==> config.mk <==
export PLATFORM = sky130hd
export DESIGN_NAME = oc_chipmon_drp_scheduler
export DESIGN_NICKNAME = d
export VERILOG_FILES = /design/src/rtl/oclib_pkg.sv /design/src/rtl/oc_chipmon_poll_timer.sv /design/src/rtl/oc_chipmon_drp_scheduler.sv
export SDC_FILE = /design/constraint.sdc
export NUM_CORES = 1
export LEC_CHECK = 0
export ABC_CLOCK_PERIOD_IN_PS = 8400
export CORE_UTILIZATION = 35
export DETAILED_ROUTE_END_ITERATION = 16
export GPL_ROUTABILITY_DRIVEN = 1
export HOLD_SLACK_MARGIN = 0.05
export PLACE_DENSITY_LB_ADDON = 0.08
export SLEW_MARGIN = 15
export SYNTH_ARGS = -nofsm -noshare
export SYNTH_HDL_FRONTEND = slang
export SYNTH_SLANG_ARGS = --single-unit
==> constraint.sdc <==
create_clock -name clock -period 8.4 [get_ports clock]
set_clock_uncertainty 0.1 [all_clocks]
set_input_delay 1.26 -clock clock [delete_from_list [all_inputs] [get_ports clock]]
set_output_delay 1.26 -clock clock [all_outputs]
set_load 0.03 [all_outputs]
==> src/rtl/oclib_pkg.sv <==
// Shared DRP bus types plus chip-monitor register addresses, bus-owner tags and
// helpers used by the DRP scheduler.
package oclib_pkg;

  typedef struct packed {
    logic        enable;
    logic [7:0]  address;
    logic        write;
    logic [15:0] wdata;
  } drp_s;

  typedef struct packed {
    logic        ready;
    logic [15:0] rdata;
  } drp_fb_s;

  localparam logic [7:0] ChipMonDrpAddrTemp    = 8'h00;
  localparam logic [7:0] ChipMonDrpAddrVccInt  = 8'h01;
  localparam logic [7:0] ChipMonDrpAddrVccAux  = 8'h02;
  localparam logic [7:0] ChipMonDrpAddrVccBram = 8'h06;

  localparam logic [15:0] ChipMonAbortData = 16'hFFFF;

  typedef enum logic {OwnerHost, OwnerPoll} chipmon_drp_owner_e;

  typedef enum logic {StIdle, StWait} chipmon_drp_state_e;

  // Poll round order: temp, vccInt, vccAux, vccBram.
  function automatic logic [7:0] chipmon_poll_addr(input logic [1:0] idx);
    case (idx)
      2'd0:    return ChipMonDrpAddrTemp;
      2'd1:    return ChipMonDrpAddrVccInt;
      2'd2:    return ChipMonDrpAddrVccAux;
      default: return ChipMonDrpAddrVccBram;
    endcase
  endfunction

  function automatic logic [7:0] sat_inc8(input logic [7:0] v);
    return (v == 8'hFF) ? v : v + 8'd1;
  endfunction

endpackage

==> src/rtl/oc_chipmon_poll_timer.sv <==
// Free-running down-counter that emits a 1-cycle tick every PollCycles clocks.
module oc_chipmon_poll_timer
  import oclib_pkg::*;
#(
  parameter int unsigned PollCycles = 100_000
) (
  input  logic clock_i,
  input  logic reset_i,
  output logic tick_o
);

  localparam int unsigned CntW = $clog2(PollCycles);
  localparam logic [CntW-1:0] CntLoad = CntW'(PollCycles - 1);

  logic [CntW-1:0] cnt_q, cnt_d;

  always_comb begin
    cnt_d = (cnt_q == '0) ? CntLoad : cnt_q - 1'b1;
  end

  always_ff @(posedge clock_i or posedge reset_i) begin
    if (reset_i) cnt_q <= CntLoad;
    else         cnt_q <= cnt_d;
  end

  assign tick_o = (cnt_q == '0);

endmodule

==> src/rtl/oc_chipmon_drp_scheduler.sv <==
// Arbitrates the chip-monitor DRP port between host requests and a periodic sensor
// poller, with one transaction in flight and a per-transaction timeout.
module oc_chipmon_drp_scheduler
  import oclib_pkg::*;
#(
  parameter int unsigned ClockHz       = 100_000_000,
  parameter int unsigned PollPeriodUs  = 1000,
  parameter int unsigned TimeoutCycles = 255
) (
  input  logic        clock,
  input  logic        reset,
  input  drp_s        hostDrp,
  output drp_fb_s     hostDrpFb,
  output drp_s        drp,
  input  drp_fb_s     drpFb,
  input  logic        pollEnable,
  output logic [15:0] temp,
  output logic [15:0] vccInt,
  output logic [15:0] vccAux,
  output logic [15:0] vccBram,
  output logic        sensorValid,
  output logic        pollDone,
  output logic [7:0]  timeoutCount,
  output logic        protocolError
);

  localparam int unsigned PollCycles  = (ClockHz / 1_000_000) * PollPeriodUs;
  localparam logic [15:0] TimeoutLoad = 16'(TimeoutCycles - 1);

  chipmon_drp_state_e state_q, state_d;
  chipmon_drp_owner_e owner_q, owner_d;

  logic              host_pend_q, host_pend_d;
  logic [7:0]        host_addr_q, host_addr_d;
  logic              host_write_q, host_write_d;
  logic [15:0]       host_wdata_q, host_wdata_d;
  logic [7:0]        drp_addr_q, drp_addr_d;
  logic              drp_write_q, drp_write_d;
  logic [15:0]       drp_wdata_q, drp_wdata_d;
  logic              drp_en;
  logic [15:0]       tmo_q, tmo_d;
  logic              round_q, round_d;
  logic [1:0]        idx_q, idx_d;
  logic              poll_pend_q, poll_pend_d;
  logic [3:0][15:0]  sens_q, sens_d;
  logic              valid_q, valid_d;
  logic              done_q, done_d;
  logic [7:0]        tcount_q, tcount_d;
  logic              perr_q, perr_d;
  drp_fb_s           hfb_q, hfb_d;
  logic              finish_poll;
  logic              tick;

  oc_chipmon_poll_timer #(
    .PollCycles(PollCycles)
  ) u_poll_timer (
    .clock_i(clock),
    .reset_i(reset),
    .tick_o (tick)
  );

  always_comb begin
    state_d      = state_q;
    owner_d      = owner_q;
    host_pend_d  = host_pend_q;
    host_addr_d  = host_addr_q;
    host_write_d = host_write_q;
    host_wdata_d = host_wdata_q;
    drp_addr_d   = drp_addr_q;
    drp_write_d  = drp_write_q;
    drp_wdata_d  = drp_wdata_q;
    drp_en       = 1'b0;
    tmo_d        = tmo_q;
    round_d      = round_q;
    idx_d        = idx_q;
    poll_pend_d  = poll_pend_q;
    sens_d       = sens_q;
    valid_d      = valid_q;
    done_d       = 1'b0;
    tcount_d     = tcount_q;
    perr_d       = perr_q;
    hfb_d        = '0;
    finish_poll  = 1'b0;

    // A host request is still outstanding until its response has been returned.
    if (hostDrp.enable) begin
      if (host_pend_q || (state_q == StWait && owner_q == OwnerHost)) begin
        perr_d = 1'b1;
      end else begin
        host_pend_d  = 1'b1;
        host_addr_d  = hostDrp.address;
        host_write_d = hostDrp.write;
        host_wdata_d = hostDrp.wdata;
      end
    end

    if (tick && pollEnable && !round_q) begin
      round_d     = 1'b1;
      idx_d       = 2'd0;
      poll_pend_d = 1'b1;
    end

    case (state_q)
      StIdle: begin
        if (host_pend_q) begin
          drp_en      = 1'b1;
          owner_d     = OwnerHost;
          host_pend_d = 1'b0;
          drp_addr_d  = host_addr_q;
          drp_write_d = host_write_q;
          drp_wdata_d = host_wdata_q;
          tmo_d       = TimeoutLoad;
          state_d     = StWait;
        end else if (poll_pend_q) begin
          drp_en      = 1'b1;
          owner_d     = OwnerPoll;
          poll_pend_d = 1'b0;
          drp_addr_d  = chipmon_poll_addr(idx_q);
          drp_write_d = 1'b0;
          drp_wdata_d = 16'h0000;
          tmo_d       = TimeoutLoad;
          state_d     = StWait;
        end
      end
      StWait: begin
        if (drpFb.ready) begin
          state_d = StIdle;
          if (owner_q == OwnerHost) begin
            hfb_d = '{ready: 1'b1, rdata: drpFb.rdata};
          end else begin
            sens_d[idx_q] = drpFb.rdata;
            finish_poll   = 1'b1;
          end
        end else if (tmo_q == 16'd0) begin
          state_d  = StIdle;
          tcount_d = sat_inc8(tcount_q);
          if (owner_q == OwnerHost) hfb_d = '{ready: 1'b1, rdata: ChipMonAbortData};
          else                      finish_poll = 1'b1;
        end else begin
          tmo_d = tmo_q - 16'd1;
        end
      end
      default: state_d = StIdle;
    endcase

    if (finish_poll) begin
      if (idx_q == 2'd3) begin
        round_d = 1'b0;
        done_d  = 1'b1;
        valid_d = 1'b1;
      end else begin
        idx_d       = idx_q + 2'd1;
        poll_pend_d = 1'b1;
      end
    end
  end

  always_ff @(posedge clock or posedge reset) begin
    if (reset) begin
      state_q      <= StIdle;
      owner_q      <= OwnerHost;
      host_pend_q  <= 1'b0;
      host_addr_q  <= '0;
      host_write_q <= 1'b0;
      host_wdata_q <= '0;
      drp_addr_q   <= '0;
      drp_write_q  <= 1'b0;
      drp_wdata_q  <= '0;
      tmo_q        <= '0;
      round_q      <= 1'b0;
      idx_q        <= '0;
      poll_pend_q  <= 1'b0;
      sens_q       <= '0;
      valid_q      <= 1'b0;
      done_q       <= 1'b0;
      tcount_q     <= '0;
      perr_q       <= 1'b0;
      hfb_q        <= '0;
    end else begin
      state_q      <= state_d;
      owner_q      <= owner_d;
      host_pend_q  <= host_pend_d;
      host_addr_q  <= host_addr_d;
      host_write_q <= host_write_d;
      host_wdata_q <= host_wdata_d;
      drp_addr_q   <= drp_addr_d;
      drp_write_q  <= drp_write_d;
      drp_wdata_q  <= drp_wdata_d;
      tmo_q        <= tmo_d;
      round_q      <= round_d;
      idx_q        <= idx_d;
      poll_pend_q  <= poll_pend_d;
      sens_q       <= sens_d;
      valid_q      <= valid_d;
      done_q       <= done_d;
      tcount_q     <= tcount_d;
      perr_q       <= perr_d;
      hfb_q        <= hfb_d;
    end
  end

  // Address/data come from the next-state view so the grant cycle already shows them.
  assign drp           = '{enable: drp_en, address: drp_addr_d, write: drp_write_d, wdata: drp_wdata_d};
  assign hostDrpFb     = hfb_q;
  assign temp          = sens_q[0];
  assign vccInt        = sens_q[1];
  assign vccAux        = sens_q[2];
  assign vccBram       = sens_q[3];
  assign sensorValid   = valid_q;
  assign pollDone      = done_q;
  assign timeoutCount  = tcount_q;
  assign protocolError = perr_q;

endmodule

[Word-level counts from Yosys, hierarchy flattened]
Index checks and enable logic that the tools add are counted.
Storage, ports and cells
  register bits after elaboration: 182
  bits in latches: 0
  RAM bits: 0
  ROM bits: 0
  logic and storage cells: 113
  memories kept: 0
Operators by class
  add/subtract/negate cells: 4
  multipliers: 0
  divide/modulo/power cells: 0
  order comparisons: 2
  equality and inequality tests: 7
  shift-type cells: 0
  mux-type cells: 54
  bitwise gates (word level): 5
  reduce and logical (&&, ||, !) cells: 17
Operators by type and width (number)
  16-bit 2-to-1 mux: 8
  17-bit 2-to-1 mux: 6
  64-bit bitwise mux: 1
  16-bit demux with 2-bit select: 1
  16-bit case mux with 2 select lines: 1
  1-bit 2-to-1 mux: 29
  8-bit 2-to-1 mux: 3
  17-bit logical NOT: 1
  17-bit by 1-bit subtractor with 17-bit output (second input constant): 1
  16-bit logical NOT: 1
  16-bit by 1-bit subtractor with 16-bit output (second input constant): 1
  3-bit case mux with 3 select lines: 1
  8-bit by 1-bit adder with 8-bit output (second input constant): 1
  8-bit equality test (second input constant): 1
  2-bit AND reduction: 4
  2-bit 2-to-1 mux: 3
  3-bit AND reduction: 2
  1-bit inverter: 5
  2-bit equality test (second input constant): 2
  1-bit logical AND: 4
  2-bit inequality test (second input constant): 2
  4-bit AND reduction: 1
  2-bit by 3-bit less-than comparator with 1-bit output (second input constant): 1
  3-bit inequality test (second input constant): 1
  8 further kinds: 8

[Longest topological paths before layout]
  depth in word-level cells: 9
  gate-level depth with buffers: 8

[Hierarchy]
Synthesis repeated with hierarchy kept, for this count alone.
Second synthesis, totals
  cells, all modules: 589
  area, all modules: 7577.3 µm²
Modules (own cells, without submodules)
  oc_chipmon_drp_scheduler: times used 1, cells an instance 500, area each 6631.4 µm²
  oc_chipmon_poll_timer: times used 1, cells an instance 89, area each 945.9 µm²

[Worst setup path after synthesis]
Ideal clock, no wire load.
  kind: reg2out
  start: register state_q
  end: output port drp[18] in the netlist's numbering
  arrival: 1.620 ns
  data required time: 7.040 ns
  slack: 5.420 ns
  stages on the path, launching flop included: 6
  cell sequence: dfrtp_1 clkbuf_1 o21bai_1 clkinv_1 o22ai_1 a21oi_1
RTL lines
  start, declared: RTL line oc_chipmon_drp_scheduler.sv:30  | chipmon_drp_state_e state_q, state_d;
  start signal, assigned: RTL line oc_chipmon_drp_scheduler.sv:160  | state_q <= StIdle;
  start signal, assigned: RTL line oc_chipmon_drp_scheduler.sv:180  | state_q <= state_d;
  end, declared: RTL line oc_chipmon_drp_scheduler.sv:14  | output drp_s drp,

==> impl_metrics.yaml <==
synth:
  ys_seq_area_share_pct: 61.4
  synth_cells: 567
  synth_edf_count: 0
  synthDistinctLibCells: 57
  yosysTopAreaCellShare_pct: 57.9
  synth_area_per_cell_um2: 13.1
  ys_async_sr_fraction_pct: 100
  yosys-top-cells-area: "dfrtp_1 58%, mux2_2 10%, dfstp_2 3.5%"
  yosysTopAreaCell: "dfrtp_1"
  yosysWarnings: 0
  synth_area_um2: 7430
  syn_nets: 624
  synthFlopType: "dfrtp_1"
  synth_seq_cells: 182
routing:
  vias: 5087
  antenna_left: 0
  first_iter_violations: 198
  routed_wl_mm: 17.7
  dr.pass1.iters: 5
  wl_per_cell_um: 17.5
  viasPerCell: 5.03
  route.detailed.drc: 0
cts:
  cts_tree: "yes"
  clk_pin_slew_ns: 0.07
  clock_sinks: 182
  cts_max_path_buffers: 2
  post-cts-setup-buffer-count: 0
  cts_buffers: 17
  root_buffer: "clkbuf_16"
  clk_latency_ns: 0.42
  cts_resized: 0
  cts_hold_buf: 0
  htree_levels: 4
critical_path:
  crit_required_ns: 7.04
  worst-setup-path-type: "reg2out"
  rrSetupSlack_ns: 5.46
  slowest_delay_ns: 0.62
  rr_startpoint: "tmo_q[5]"
  reg2reg_to: "idx_q[0]"
  crit_path_top_delay_cell: "clkdlybuf4s50_1"
  cp_num_buf_inv: 2
  crit_path_max_fanout: 15
  cp.arrival_ns: 2.90
  r2r_cells: 4
  crit_chain: "o21bai_2 -> clkinv_1 -> o22ai_1 -> nor2_1 -> clkdlybuf4s50_1"
  end_kind: "output port"
  crit_family: "buffers and inverters"
  crit_path_start_kind: "register"
final_layout:
  layout-drive-gt1-share_pct: 17.7
  diodes: 0
  final-seq-area_um2: 4570
  multi_input_area_um2: 2710
  layout_common_cells: "172 x dfrtp_1, 163 x clkdlybuf4s50_1, 69 x mux2_2"
  fillCellCount: 1864
  final_nets: 786
  final_common_cell: "dfrtp_1"
  area_delta_synth_final_pct: 33.4
floorplanning:
  placement_rows: 52
  core_um2: 20600
  die_h_um: 148
  io_pins: 164
  die-area_um2: 21800
  start_util_pct: 36.2
  die_w_um: 148
global_routing:
  top_usage_layer: "met2"
  grt_use_met2_pct: 26.9
  grt_max_degree: 121
  overflow: 0
  grt_pass1_vias: 5149
  antenna_found_initial: 0
  grt_util_met1_pct: 22.7
  grt.met3_usage_pct: 5.46
  grt_usage_pct: 17.1
  grt_pass1_wl_mm: 28.6
timing:
  worst_pin_slew_ns: 1.05
  period_needed_ns: 4.26
  finalSetupTns_ns: 0
  rsz0062_at_grt: "no"
  layout_setup_ws_ns: 4.14
  hold_violations: 0
  setup_viol: 0
  period_share_pct: 50.7
  max_freq_mhz: 235
  slew_headroom_pct: 29.6
  finalMaxSlewViolations: 0
min_path:
  worstHoldStart: "protocolError"
  whs_path_depth: 1
  min_to: "protocolError"
  hp-class: "reg2reg"
job:
  maxCapViolations: 0
placed_design:
  globalplace.congestion: 0.735
  dp_hpwl_mm: 11.9
  portBuffers: 163
  dp_slack_ns: 4.56
power:
  p_leak_uw: 0.00427
  cellPowerDensity_nw_per_um2: 381
  ir_drop_mv: 0.233
run_status:
  status: "finished, final reports clean"
worst max path at each step:
stage | start | end | slack, ns | cells past startpoint
2_1_floorplan | reset | drp_addr_q[0] | 2.11 | 1
4_1_cts | state_q | drp[3] | 4.15 | 3
3_3_place_gp | drpFb[16] | timeoutCount[1] | 4.61 | 5
5_1_grt | host_pend_q | drp[19] | 3.95 | 5
3_5_place_dp | drpFb[16] | timeoutCount[1] | 4.56 | 5
6_report | host_pend_q | drp[19] | 4.14 | 5
Yosys cell counts, types with 7 or more instances:
cell type / number
dfrtp_1: 172
mux2_2: 69
nor2_1: 41
a21oi_1: 24
nand2_1: 24
a22o_1: 22
mux2_1: 21
clkbuf_1: 20
inv_1: 13
nand3_1: 13
xor2_1: 13
ha_1: 11
dfstp_2: 10
or4_1: 7
report_power, final:
group / internal [uW] / switching, uW / total (uW)
Clock: 400 / 365 / 765
Sequential: 1180 / 159 / 1330
Combinational: 726 / 947 / 1670
metal layers:
metal  vias up  routed length [um]
li1       2374                   -
met1      2558                7920
met2       148                8450
met3         7                1210
met4         0                 161
met5         -                   0
state kept, by name, summed over array words and instances, names as in the netlist, 2 cells and up:
signal / count
hostDrpFb: 17
u_poll_timer.cnt_q: 17
drp_wdata_q: 16
host_wdata_q: 16
temp: 16
tmo_q: 16
vccAux: 16
vccBram: 16
vccInt: 16
drp_addr_q: 8
host_addr_q: 8
timeoutCount: 8
idx_q: 2
final cells by class:
cell class              instances  share of cell area (%)
well taps                     270                    3.41
clock buffers                  18                    4.43
inverters                      15                   0.644
repair buffers                168                    16.8
flip-flops and latches        182                    46.1
clock inverters                14                    1.29
multi-input cells             345                    27.3
through the flow:
step	utilization [%]	hold slack (ns)	instance area, um^2	std cells	total power [uW]
2_1_floorplan	-	0.340	7430	567	2340
3_3_place_gp	45.5	0.351	9350	980	3010
3_5_place_dp	45.5	0.355	9350	980	3040
4_1_cts	48.2	0.380	9910	1012	3820
5_1_grt	48.2	0.395	9910	1012	3980
6_report	48.2	0.377	9910	1012	3770
logic make-up (layout without fill, tap and decap cells):
family / count (synthesis) / count (layout) / synth area share [%]
simple gates: 132 / 132 / 9.48
xor+xnor: 17 / 17 / 2.00
mux: 93 / 93 / 14.0
compound gates: 92 / 92 / 8.87
fa+ha+maj: 11 / 11 / 1.85
flops: 182 / 182 / 61.4
buf+inv: 40 / 215 / 2.34
worst register-to-register path, stage by stage (launching register included):
cell and delay [ns]:
dfrtp_1 0.42, or4_1 0.68, or4_1 0.96, a211oi_4 0.46
mux2i_1 0.24
Power figures use the tool's default switching activity.
